<file path="src/rtl/syn_io_resp_pkg.sv">
// Shared types for the synapse I/O link (Syn_io_if) and its array-side responder.
//   Syn_op            : command opcode carried on client2syn_op
//   Eval_pattern      : one 4-bit correlation pattern
//   Syn_resp_tag      : {valid, channel, pat_ctr} carried alongside an in-flight array access
//   Syn_resp_state    : responder FSM states
//   NUM_EVAL_PATTERNS : number of patterns (and response beats) per EVAL command
package Syn_io;

  typedef enum logic [1:0] {
    OP_READ  = 2'd0,
    OP_WRITE = 2'd1,
    OP_EVAL  = 2'd2,
    OP_RSVD  = 2'd3
  } Syn_op;

  typedef logic [3:0] Eval_pattern;

  typedef struct packed {
    logic       valid;
    logic       channel;   // 0 = read data, 1 = eval result
    logic [1:0] pat_ctr;
  } Syn_resp_tag;

  typedef enum logic [1:0] {
    ST_IDLE  = 2'd0,
    ST_ISSUE = 2'd1,
    ST_DRAIN = 2'd2
  } Syn_resp_state;

  localparam int NUM_EVAL_PATTERNS = 4;

endpackage

</file>
<file path="src/rtl/syn_io_resp_if.sv">
// Syn_io_if: command/response link between a synapse I/O sequencer (client)
// and the synapse-array responder (syn).
//   client2syn_* : command strobe, opcode, row address, write data, four eval patterns
//   syn2client_* : command accept, response beat strobe, channel, pattern index, data
// Modports: syn (responder side), client (sequencer side).
interface Syn_io_if #(
  parameter int REG_WIDTH  = 128,
  parameter int ADDR_WIDTH = 16
);
  import Syn_io::*;

  logic                    client2syn_valid;
  Syn_op                   client2syn_op;
  logic [ADDR_WIDTH-1:0]   client2syn_addr;
  logic [REG_WIDTH-1:0]    client2syn_data;
  Eval_pattern [0:3]       client2syn_patterns;

  logic                    syn2client_ready;
  logic                    syn2client_valid;
  logic                    syn2client_channel;
  logic [1:0]              syn2client_pat_ctr;
  logic [REG_WIDTH-1:0]    syn2client_data;

  modport syn (
    input  client2syn_valid, client2syn_op, client2syn_addr,
           client2syn_data, client2syn_patterns,
    output syn2client_ready, syn2client_valid, syn2client_channel,
           syn2client_pat_ctr, syn2client_data
  );

  modport client (
    output client2syn_valid, client2syn_op, client2syn_addr,
           client2syn_data, client2syn_patterns,
    input  syn2client_ready, syn2client_valid, syn2client_channel,
           syn2client_pat_ctr, syn2client_data
  );

endinterface

</file>
<file path="src/rtl/syn_io_resp_pipe.sv">
// syn_io_resp_pipe: fixed-depth delay line of response tags that tracks
// in-flight array accesses so each tag emerges in the cycle its data returns.
//   clk, reset : clock, synchronous active-high flush
//   tag_i      : tag of the access issued this cycle
//   tag_o      : tag of the access whose data is on arr_rdata this cycle
//   busy_o     : any tag still in flight
module syn_io_resp_pipe
  import Syn_io::*;
#(
  parameter int DEPTH = 2
) (
  input  logic        clk,
  input  logic        reset,
  input  Syn_resp_tag tag_i,
  output Syn_resp_tag tag_o,
  output logic        busy_o
);

  Syn_resp_tag stage_q [DEPTH];

  always_ff @(posedge clk) begin
    if (reset) begin
      for (int i = 0; i < DEPTH; i++) stage_q[i] <= '0;
    end else begin
      stage_q[0] <= tag_i;
      for (int i = 1; i < DEPTH; i++) stage_q[i] <= stage_q[i-1];
    end
  end

  assign tag_o = stage_q[DEPTH-1];

  always_comb begin
    busy_o = 1'b0;
    for (int i = 0; i < DEPTH; i++) busy_o = busy_o | stage_q[i].valid;
  end

endmodule

</file>
<file path="src/rtl/syn_io_resp.sv">
// syn_io_resp: synapse-array side responder of Syn_io_if. Accepts READ / WRITE /
// EVAL row commands, drives a fixed-latency array port and returns registered
// response beats tagged with channel and pattern index.
//   clk, reset   : clock, synchronous active-high reset
//   syn_io       : Syn_io_if.syn command/response link
//   arr_req/we/eval, arr_addr, arr_wdata, arr_pattern : array request port
//   arr_rdata    : array result, valid ARRAY_LATENCY cycles after arr_req
// Build option: SYN_IO_RESP_EVAL_EN. When undefined, EVAL skips the array and
// returns four all-zero eval beats; arr_eval and arr_pattern are tied to 0.
//
// state | meaning
// IDLE  | ready; capture command on valid
// ISSUE | drive array request(s), one per cycle (four for EVAL)
// DRAIN | wait until no tag is in flight
module syn_io_resp
  import Syn_io::*;
#(
  parameter int REG_WIDTH     = 128,
  parameter int ADDR_WIDTH    = 16,
  parameter int ARRAY_LATENCY = 2
) (
  input  logic                  clk,
  input  logic                  reset,
  Syn_io_if.syn                 syn_io,
  output logic                  arr_req,
  output logic                  arr_we,
  output logic                  arr_eval,
  output logic [ADDR_WIDTH-1:0] arr_addr,
  output logic [REG_WIDTH-1:0]  arr_wdata,
  output logic [3:0]            arr_pattern,
  input  logic [REG_WIDTH-1:0]  arr_rdata
);

  // Keeps bit i iff i mod 4 == 3-k: pattern 0 maps to the MSB of each nibble.
  function automatic logic [REG_WIDTH-1:0] eval_mask(input logic [1:0] k);
    logic [REG_WIDTH-1:0] m;
    m = '0;
    for (int i = 0; i < REG_WIDTH; i++) begin
      if (2'(i) == ~k) m[i] = 1'b1;
    end
    return m;
  endfunction

  Syn_resp_state         state_q, state_d;
  Syn_op                 op_q, op_d;
  logic [1:0]            k_q, k_d;
  logic [ADDR_WIDTH-1:0] addr_q, addr_d;
  logic [REG_WIDTH-1:0]  wdata_q, wdata_d;
  Syn_resp_tag           resp_tag_q, resp_tag_d;
  logic [REG_WIDTH-1:0]  resp_data_q, resp_data_d;

  Syn_resp_tag           issue_tag, pipe_tag, byp_tag;
  logic                  pipe_busy;
  logic                  ready;
  logic                  accept;
  logic                  eval_req;

`ifdef SYN_IO_RESP_EVAL_EN
  Eval_pattern [0:3]     pat_q, pat_d;
`else
  logic                  unused_patterns;
  assign unused_patterns = ^syn_io.client2syn_patterns;
`endif

  assign ready  = (state_q == ST_IDLE) && !reset;
  assign accept = syn_io.client2syn_valid && ready;

  always_comb begin
    state_d   = state_q;
    op_d      = op_q;
    k_d       = k_q;
    addr_d    = addr_q;
    wdata_d   = wdata_q;
`ifdef SYN_IO_RESP_EVAL_EN
    pat_d     = pat_q;
`endif
    arr_req   = 1'b0;
    arr_we    = 1'b0;
    eval_req  = 1'b0;
    issue_tag = '0;
    byp_tag   = '0;

    unique case (state_q)
      ST_IDLE: begin
        if (accept) begin
          op_d    = syn_io.client2syn_op;
          state_d = ST_ISSUE;
          // Only fields the op actually drives are captured, so the array
          // address/data/pattern lines keep their last driven value.
          unique case (syn_io.client2syn_op)
            OP_READ:  addr_d = syn_io.client2syn_addr;
            OP_WRITE: begin
              addr_d  = syn_io.client2syn_addr;
              wdata_d = syn_io.client2syn_data;
            end
            OP_EVAL: begin
              k_d = 2'd0;
`ifdef SYN_IO_RESP_EVAL_EN
              addr_d = syn_io.client2syn_addr;
              pat_d  = syn_io.client2syn_patterns;
`endif
            end
            default: ;
          endcase
        end
      end
      ST_ISSUE: begin
        unique case (op_q)
          OP_READ: begin
            arr_req   = 1'b1;
            issue_tag = '{valid: 1'b1, channel: 1'b0, pat_ctr: 2'd0};
            state_d   = ST_DRAIN;
          end
          OP_WRITE: begin
            arr_req = 1'b1;
            arr_we  = 1'b1;
            state_d = ST_IDLE;
          end
          OP_EVAL: begin
`ifdef SYN_IO_RESP_EVAL_EN
            arr_req   = 1'b1;
            eval_req  = 1'b1;
            issue_tag = '{valid: 1'b1, channel: 1'b1, pat_ctr: k_q};
`else
            byp_tag   = '{valid: 1'b1, channel: 1'b1, pat_ctr: k_q};
`endif
            // k_q parks on the last index so arr_pattern holds its final value.
            if (k_q == 2'(NUM_EVAL_PATTERNS - 1)) state_d = ST_DRAIN;
            else                                  k_d     = k_q + 2'd1;
          end
          default: state_d = ST_IDLE;
        endcase
      end
      ST_DRAIN: begin
        if (!pipe_busy) state_d = ST_IDLE;
      end
      default: state_d = ST_IDLE;
    endcase
  end

  syn_io_resp_pipe #(.DEPTH(ARRAY_LATENCY)) u_pipe (
    .clk    (clk),
    .reset  (reset),
    .tag_i  (issue_tag),
    .tag_o  (pipe_tag),
    .busy_o (pipe_busy)
  );

  always_comb begin
    resp_tag_d  = pipe_tag;
    resp_data_d = '0;
    if (pipe_tag.valid) begin
      resp_data_d = pipe_tag.channel ? (arr_rdata & eval_mask(pipe_tag.pat_ctr)) : arr_rdata;
    end
    if (byp_tag.valid) begin
      resp_tag_d  = byp_tag;
      resp_data_d = '0;
    end
  end

  always_ff @(posedge clk) begin
    if (reset) begin
      state_q     <= ST_IDLE;
      op_q        <= OP_READ;
      k_q         <= '0;
      addr_q      <= '0;
      wdata_q     <= '0;
      resp_tag_q  <= '0;
      resp_data_q <= '0;
    end else begin
      state_q     <= state_d;
      op_q        <= op_d;
      k_q         <= k_d;
      addr_q      <= addr_d;
      wdata_q     <= wdata_d;
      resp_tag_q  <= resp_tag_d;
      resp_data_q <= resp_data_d;
    end
  end

`ifdef SYN_IO_RESP_EVAL_EN
  always_ff @(posedge clk) begin
    if (reset) pat_q <= '0;
    else       pat_q <= pat_d;
  end
  assign arr_eval    = eval_req;
  assign arr_pattern = pat_q[k_q];
`else
  assign arr_eval    = eval_req;
  assign arr_pattern = 4'd0;
`endif

  assign arr_addr  = addr_q;
  assign arr_wdata = wdata_q;

  assign syn_io.syn2client_ready   = ready;
  assign syn_io.syn2client_valid   = resp_tag_q.valid;
  assign syn_io.syn2client_channel = resp_tag_q.channel;
  assign syn_io.syn2client_pat_ctr = resp_tag_q.pat_ctr;
  assign syn_io.syn2client_data    = resp_data_q;

endmodule
</file>
<file path="src/flat_wrapper.sv">
// flat-port wrapper written by rule: the top's interface ports become plain ports
module syn_io_resp_flat import Syn_io::*;
#(
  parameter int REG_WIDTH     = 128,
  parameter int ADDR_WIDTH    = 16,
  parameter int ARRAY_LATENCY = 2
)
  (clk, reset, arr_req, arr_we, arr_eval, arr_addr, arr_wdata, arr_pattern, arr_rdata, syn_io_client2syn_valid, syn_io_client2syn_op, syn_io_client2syn_addr, syn_io_client2syn_data, syn_io_client2syn_patterns, syn_io_syn2client_ready, syn_io_syn2client_valid, syn_io_syn2client_channel, syn_io_syn2client_pat_ctr, syn_io_syn2client_data);
  Syn_io_if #(.REG_WIDTH(REG_WIDTH), .ADDR_WIDTH(ADDR_WIDTH)) syn_io_i ();
  input  logic clk;
  input  logic reset;
  output logic arr_req;
  output logic arr_we;
  output logic arr_eval;
  output logic [ADDR_WIDTH-1:0] arr_addr;
  output logic [REG_WIDTH-1:0] arr_wdata;
  output logic [3:0] arr_pattern;
  input  logic [REG_WIDTH-1:0] arr_rdata;
  input wire logic [$bits(syn_io_i.client2syn_valid)-1:0] syn_io_client2syn_valid;
  input wire logic [$bits(syn_io_i.client2syn_op)-1:0] syn_io_client2syn_op;
  input wire logic [$bits(syn_io_i.client2syn_addr)-1:0] syn_io_client2syn_addr;
  input wire logic [$bits(syn_io_i.client2syn_data)-1:0] syn_io_client2syn_data;
  input wire logic [$bits(syn_io_i.client2syn_patterns)-1:0] syn_io_client2syn_patterns;
  output wire logic [$bits(syn_io_i.syn2client_ready)-1:0] syn_io_syn2client_ready;
  output wire logic [$bits(syn_io_i.syn2client_valid)-1:0] syn_io_syn2client_valid;
  output wire logic [$bits(syn_io_i.syn2client_channel)-1:0] syn_io_syn2client_channel;
  output wire logic [$bits(syn_io_i.syn2client_pat_ctr)-1:0] syn_io_syn2client_pat_ctr;
  output wire logic [$bits(syn_io_i.syn2client_data)-1:0] syn_io_syn2client_data;
  assign syn_io_i.client2syn_valid = syn_io_client2syn_valid;
  assign syn_io_i.client2syn_op = syn_io_client2syn_op;
  assign syn_io_i.client2syn_addr = syn_io_client2syn_addr;
  assign syn_io_i.client2syn_data = syn_io_client2syn_data;
  assign syn_io_i.client2syn_patterns = syn_io_client2syn_patterns;
  assign syn_io_syn2client_ready = syn_io_i.syn2client_ready;
  assign syn_io_syn2client_valid = syn_io_i.syn2client_valid;
  assign syn_io_syn2client_channel = syn_io_i.syn2client_channel;
  assign syn_io_syn2client_pat_ctr = syn_io_i.syn2client_pat_ctr;
  assign syn_io_syn2client_data = syn_io_i.syn2client_data;
  syn_io_resp #(.REG_WIDTH(REG_WIDTH), .ADDR_WIDTH(ADDR_WIDTH), .ARRAY_LATENCY(ARRAY_LATENCY)) u_core (.clk(clk), .reset(reset), .syn_io(syn_io_i), .arr_req(arr_req), .arr_we(arr_we), .arr_eval(arr_eval), .arr_addr(arr_addr), .arr_wdata(arr_wdata), .arr_pattern(arr_pattern), .arr_rdata(arr_rdata));
endmodule
</file>
<file path="config.mk">
export PLATFORM = sky130hd
export DESIGN_NAME = syn_io_resp_flat
export DESIGN_NICKNAME = d
export VERILOG_FILES = /design/src/rtl/syn_io_resp_pkg.sv /design/src/rtl/syn_io_resp_if.sv /design/src/rtl/syn_io_resp_pipe.sv /design/src/rtl/syn_io_resp.sv /design/src/flat_wrapper.sv
export SDC_FILE = /design/constraint.sdc
export NUM_CORES = 1
export LEC_CHECK = 0
export BUFFER_PORTS_ARGS = -buffer_cell sky130_fd_sc_hd__buf_4
export CAP_MARGIN = 25
export CORE_AREA = 4 4 225 227
export CTS_BUF_LIST = sky130_fd_sc_hd__clkbuf_8 sky130_fd_sc_hd__clkbuf_16
export DETAILED_ROUTE_END_ITERATION = 8
export DIE_AREA = 0 0 229 231
export GPL_TIMING_DRIVEN = 0
export PLACE_DENSITY_LB_ADDON = 0.1
export SYNTH_ARGS = -nofsm -noshare
export SYNTH_HDL_FRONTEND = slang
export SYNTH_SLANG_ARGS = --single-unit
</file>
<file path="constraint.sdc">
create_clock -name clk -period 4.9 [get_ports clk]
set_input_delay 0.245 -clock clk [delete_from_list [all_inputs] [get_ports clk]]
set_output_delay 0.245 -clock clk [all_outputs]
set_load 0.02 [all_outputs]
</file>
==> metrics.log <==
[metrics] mapped cell area: 8956 µm²
[metrics] global route overflow: 0
[metrics] number of nets still failing antenna checks after routing: 0
[metrics] Die Ht: 231 µm
[metrics] clock period minus final worst setup slack: 2.209 ns
[metrics] final-layout setup total negative slack: 0 ns
[metrics] worst slew margin relative to its limit: 0.4920
[metrics] Largest delay share family, worst path: simple AND/OR/NAND/NOR gates
[metrics] iteration count of the initial detailed-routing pass: 4
[metrics] mean area per synthesized cell: 9.378 µm²
[metrics] commonest cells after routing, fill and taps aside: 560 x buf_4, 289 x nand2_1, 284 x dfxtp_1
[metrics] Setup violations, final: 0
[metrics] maximum clock rate: 0.4526 GHz
[metrics] deepest clock path buffer count: 3
[metrics] status: complete, no violations
[metrics] top flip-flop cell by instance count after synthesis: dfxtp_1
[metrics] startpoint of the worst register-to-register path: u_core.op_q[0]$_SDFFE_PP0P_
[metrics] largest stage delay on the critical path: around 0.5 ns
[metrics] Core Rows: 81
[metrics] area added between synthesis and finish: 98.02%
[metrics] count of clock tree sinks: 284
[metrics] worst-path maximum fanout: 10
[metrics] EDFF count, synth: 0
[metrics] cells taking the most area after synthesis: dfxtp_1 63%, nand2_1 12%, and2_1 9.3%
[metrics] Critical R2R Capture: u_core.syn_io.syn2client_data[42]$_SDFF_PP0_
[metrics] CTS H-tree depth: 2
[metrics] post-place setup slack: 2.631 ns
[metrics] vias in the first global route: 10,115
[metrics] register bit count reported by yosys: 284
[metrics] effective utilization at floorplan: 0.1841
[metrics] Synth warnings: 0
[metrics] routed wirelength normalized by instance count: between 15 and 20 µm
[metrics] final count of hold timing violations: 0
[metrics] Overall Power: 5.410 mW
[metrics] Final WS setup: 2.691 ns
[metrics] kind of path behind the tightest hold check: input pin to flip-flop
[metrics] crit start category: flip-flop
[metrics] number of instances in the placed design: around 2,100
[metrics] total wire length: 41.28 mm
[metrics] fraction of layout instances using a drive strength above 1: 0.3470
[metrics] clock buffer count from CTS: 36
[metrics] minimum setup slack among reg-to-reg paths: ~2.7 ns
[metrics] initial DRC count: 191
[metrics] Detail Route met3 WL: 4.027 mm
[metrics] Min Hold Slack: ~0.13 ns
[metrics] Crit path arrival time: 2.68 ns
[metrics] type of the worst setup path: flip-flop to flip-flop
[metrics] pin count of the biggest net entering global routing: 12
[metrics] Met1 Routed Length: 15.97 mm
[metrics] endpoint of the most critical setup path: u_core.syn_io.syn2client_data[42]$_SDFF_PP0_
[metrics] number of antenna violations at the first check in global routing: 3
[metrics] Area after DPL: 13,920 µm²
[metrics] core footprint: 48,650 µm²
[metrics] cells on worst reg2reg path: 5
[metrics] largest voltage drop on the vdd net: 0.2440 mV
[metrics] distinct cell type count of the synthesized netlist: 28
[metrics] Pwr per Cell Area: 305.1 nW/µm²
[metrics] clock insertion delay at the later pin of the skew report: around 0.53 ns
[metrics] Yosys top cell area share: 0.6348
[metrics] post-synthesis cell type with the largest combined area: dfxtp_1
[metrics] Root Buffer: clkbuf_16
[metrics] crit path launch: u_core.op_q[0]$_SDFFE_PP0P_
[metrics] die area: roughly 53,000 µm²
[metrics] Worst EP required: 5.37 ns
[metrics] Post-Route Utilization: 0.3646
[metrics] most common cell type on the critical path: clkbuf_1
[metrics] final non-filler cell total: 2,471
[metrics] Via Count: 9,490
[metrics] nets: 2,120
[metrics] unrepaired setup endpoints after global routing: false
[metrics] DR top layer: met5
[metrics] MaxCap Viol Count: 0
[metrics] final non-filler cell area: 17,730 µm²
[metrics] routed wire length on met2: 20.29 mm
[metrics] Port-buffer cells: 555
[metrics] Static Leakage: 7.916 nW
[metrics] total routing resource utilization after global routing: 0.1495
[metrics] Filler cells: about 5,000
[metrics] CTS tree: built
[metrics] number of remaining DRC errors: 0
[metrics] final setup skew: roughly 0.011 ns
[metrics] most frequent standard cell in the layout excluding fill and tap cells: buf_4
[metrics] share of async-settable or async-resettable flops after synthesis: 0
[metrics] final HPWL from detailed placement: around 32 mm
[metrics] worst path bufs/invs: 2
[metrics] Reg clk slew, reported paths: 0.05 ns
[metrics] Worst Setup End Kind: flip-flop
[metrics] fin crit share: 0.4509
[metrics] instance count on the critical path: 5
[metrics] actual transition at the worst max-transition pin: approximately 0.76 ns
[metrics] critical path, cell by cell: and4bb_2, nor3b_1, clkbuf_1, clkbuf_1, and2_1
[metrics] proportion of synthesized chip area in sequential cells: 0.6348
[metrics] gate count after technology mapping: 955
[metrics] width of the die: 229 µm
[metrics] detail-routed via count per cell: 3.841
[metrics] final weighted congestion in routability-driven placement: 0.7886
[metrics] # IOs: 577
[metrics] critical-path cell with the highest stage delay: clkbuf_1
[metrics] wire length of the first global-routing pass: 61.35 mm
[metrics] Max Slew Vio Count: 0
[repair_timing]
action	4_1_cts	5_1_grt
gates resized for setup	0	0
setup buffers	0	0
endpoints found under the setup margin	0	0
hold endpoints to repair	274	0
hold buffers	274	0
[worst register-to-register path: cells and delay by family (launching register included)]
kind | cells | cell delay [ns]
DFF | 1 | 0.40
buffers and inverters | 2 | 0.85
and+or+nand+nor | 3 | 0.90
[report_power, final]
group	leakage, nW	internal, mW	switching (mW)
registers	2.29	2.35	0.0191
clock network	0.577	1.44	1.02
logic	5.05	0.363	0.226
total	7.92	4.15	1.26
[flip-flops by register name, summed over array words and instances, names as in the netlist]
signal	count
u_core.arr_addr	16
u_core.state_q	2
u_core.syn_io.syn2client_channel	1
u_core.k_q	2
u_core.arr_wdata	128
u_core.syn_io.syn2client_valid	1
u_core.syn_io.syn2client_data	128
u_core.op_q	2
u_core.u_pipe.stage_q	2
u_core.syn_io.syn2client_pat_ctr	2
[layout make-up]
cell class,count,area (µm²),area share
clock inverter,20,117.6,0.006632
multi-input combinational,605,2887,0.1628
sequential,284,5685,0.3206
tap,622,778.2,0.04388
clock buffer,39,953.4,0.05376
timing repair buffer,829,6909,0.3896
inverter,3,11.26,0.0006350
buffer,67,387.9,0.02187
antenna,2,5.005,0.0002822
[cell usage after synthesis (3+ instances only)]
cell type  count
a21oi_1      146
and2_1       133
buf_2         16
buf_4          5
buf_6         13
clkbuf_1      33
dfxtp_1      284
inv_1          3
nand2_1      289
nand2b_1       3
nor2_1         8
[worst min-delay path by stage]
stage / to / slack (ns) / from / cells past startpoint
CTS: u_core.state_q[0]$_SDFFE_PP0P_ / 0.09 / syn_io_client2syn_valid / 3
global route: u_core.state_q[0]$_SDFFE_PP0P_ / 0.13 / syn_io_client2syn_valid / 3
detailed placement: u_core.arr_wdata[54]$_SDFFE_PP0P_ / 0.45 / u_core.arr_wdata[54]$_SDFFE_PP0P_ / 2
floorplan: u_core.syn_io.syn2client_data[0]$_SDFF_PP0_ / 0.37 / arr_rdata[0] / 1
finish: u_core.state_q[0]$_SDFFE_PP0P_ / 0.13 / syn_io_client2syn_valid / 3
global placement: u_core.arr_wdata[87]$_SDFFE_PP0P_ / 0.44 / u_core.arr_wdata[87]$_SDFFE_PP0P_ / 2
[cells by family after synthesis]
kind of cell               after synthesis  synth area share
AOI/OAI and AO/OA                      151           0.08564
other                                    1         0.0004187
and+or+nand+nor                        446            0.2309
muxes                                    2          0.002235
adders and majority gates                1          0.001397
buffers and inverters                   70           0.04457
DFF                                    284            0.6348
[per-layer routing]
layer  global-route usage  vias up
li1                     -     4754
met1               0.1644     4291
met2               0.2613      383
met3              0.06528       60
met4              0.04488        2
met5                    0        -
Note: power is estimated with default switching activity, not from simulation.
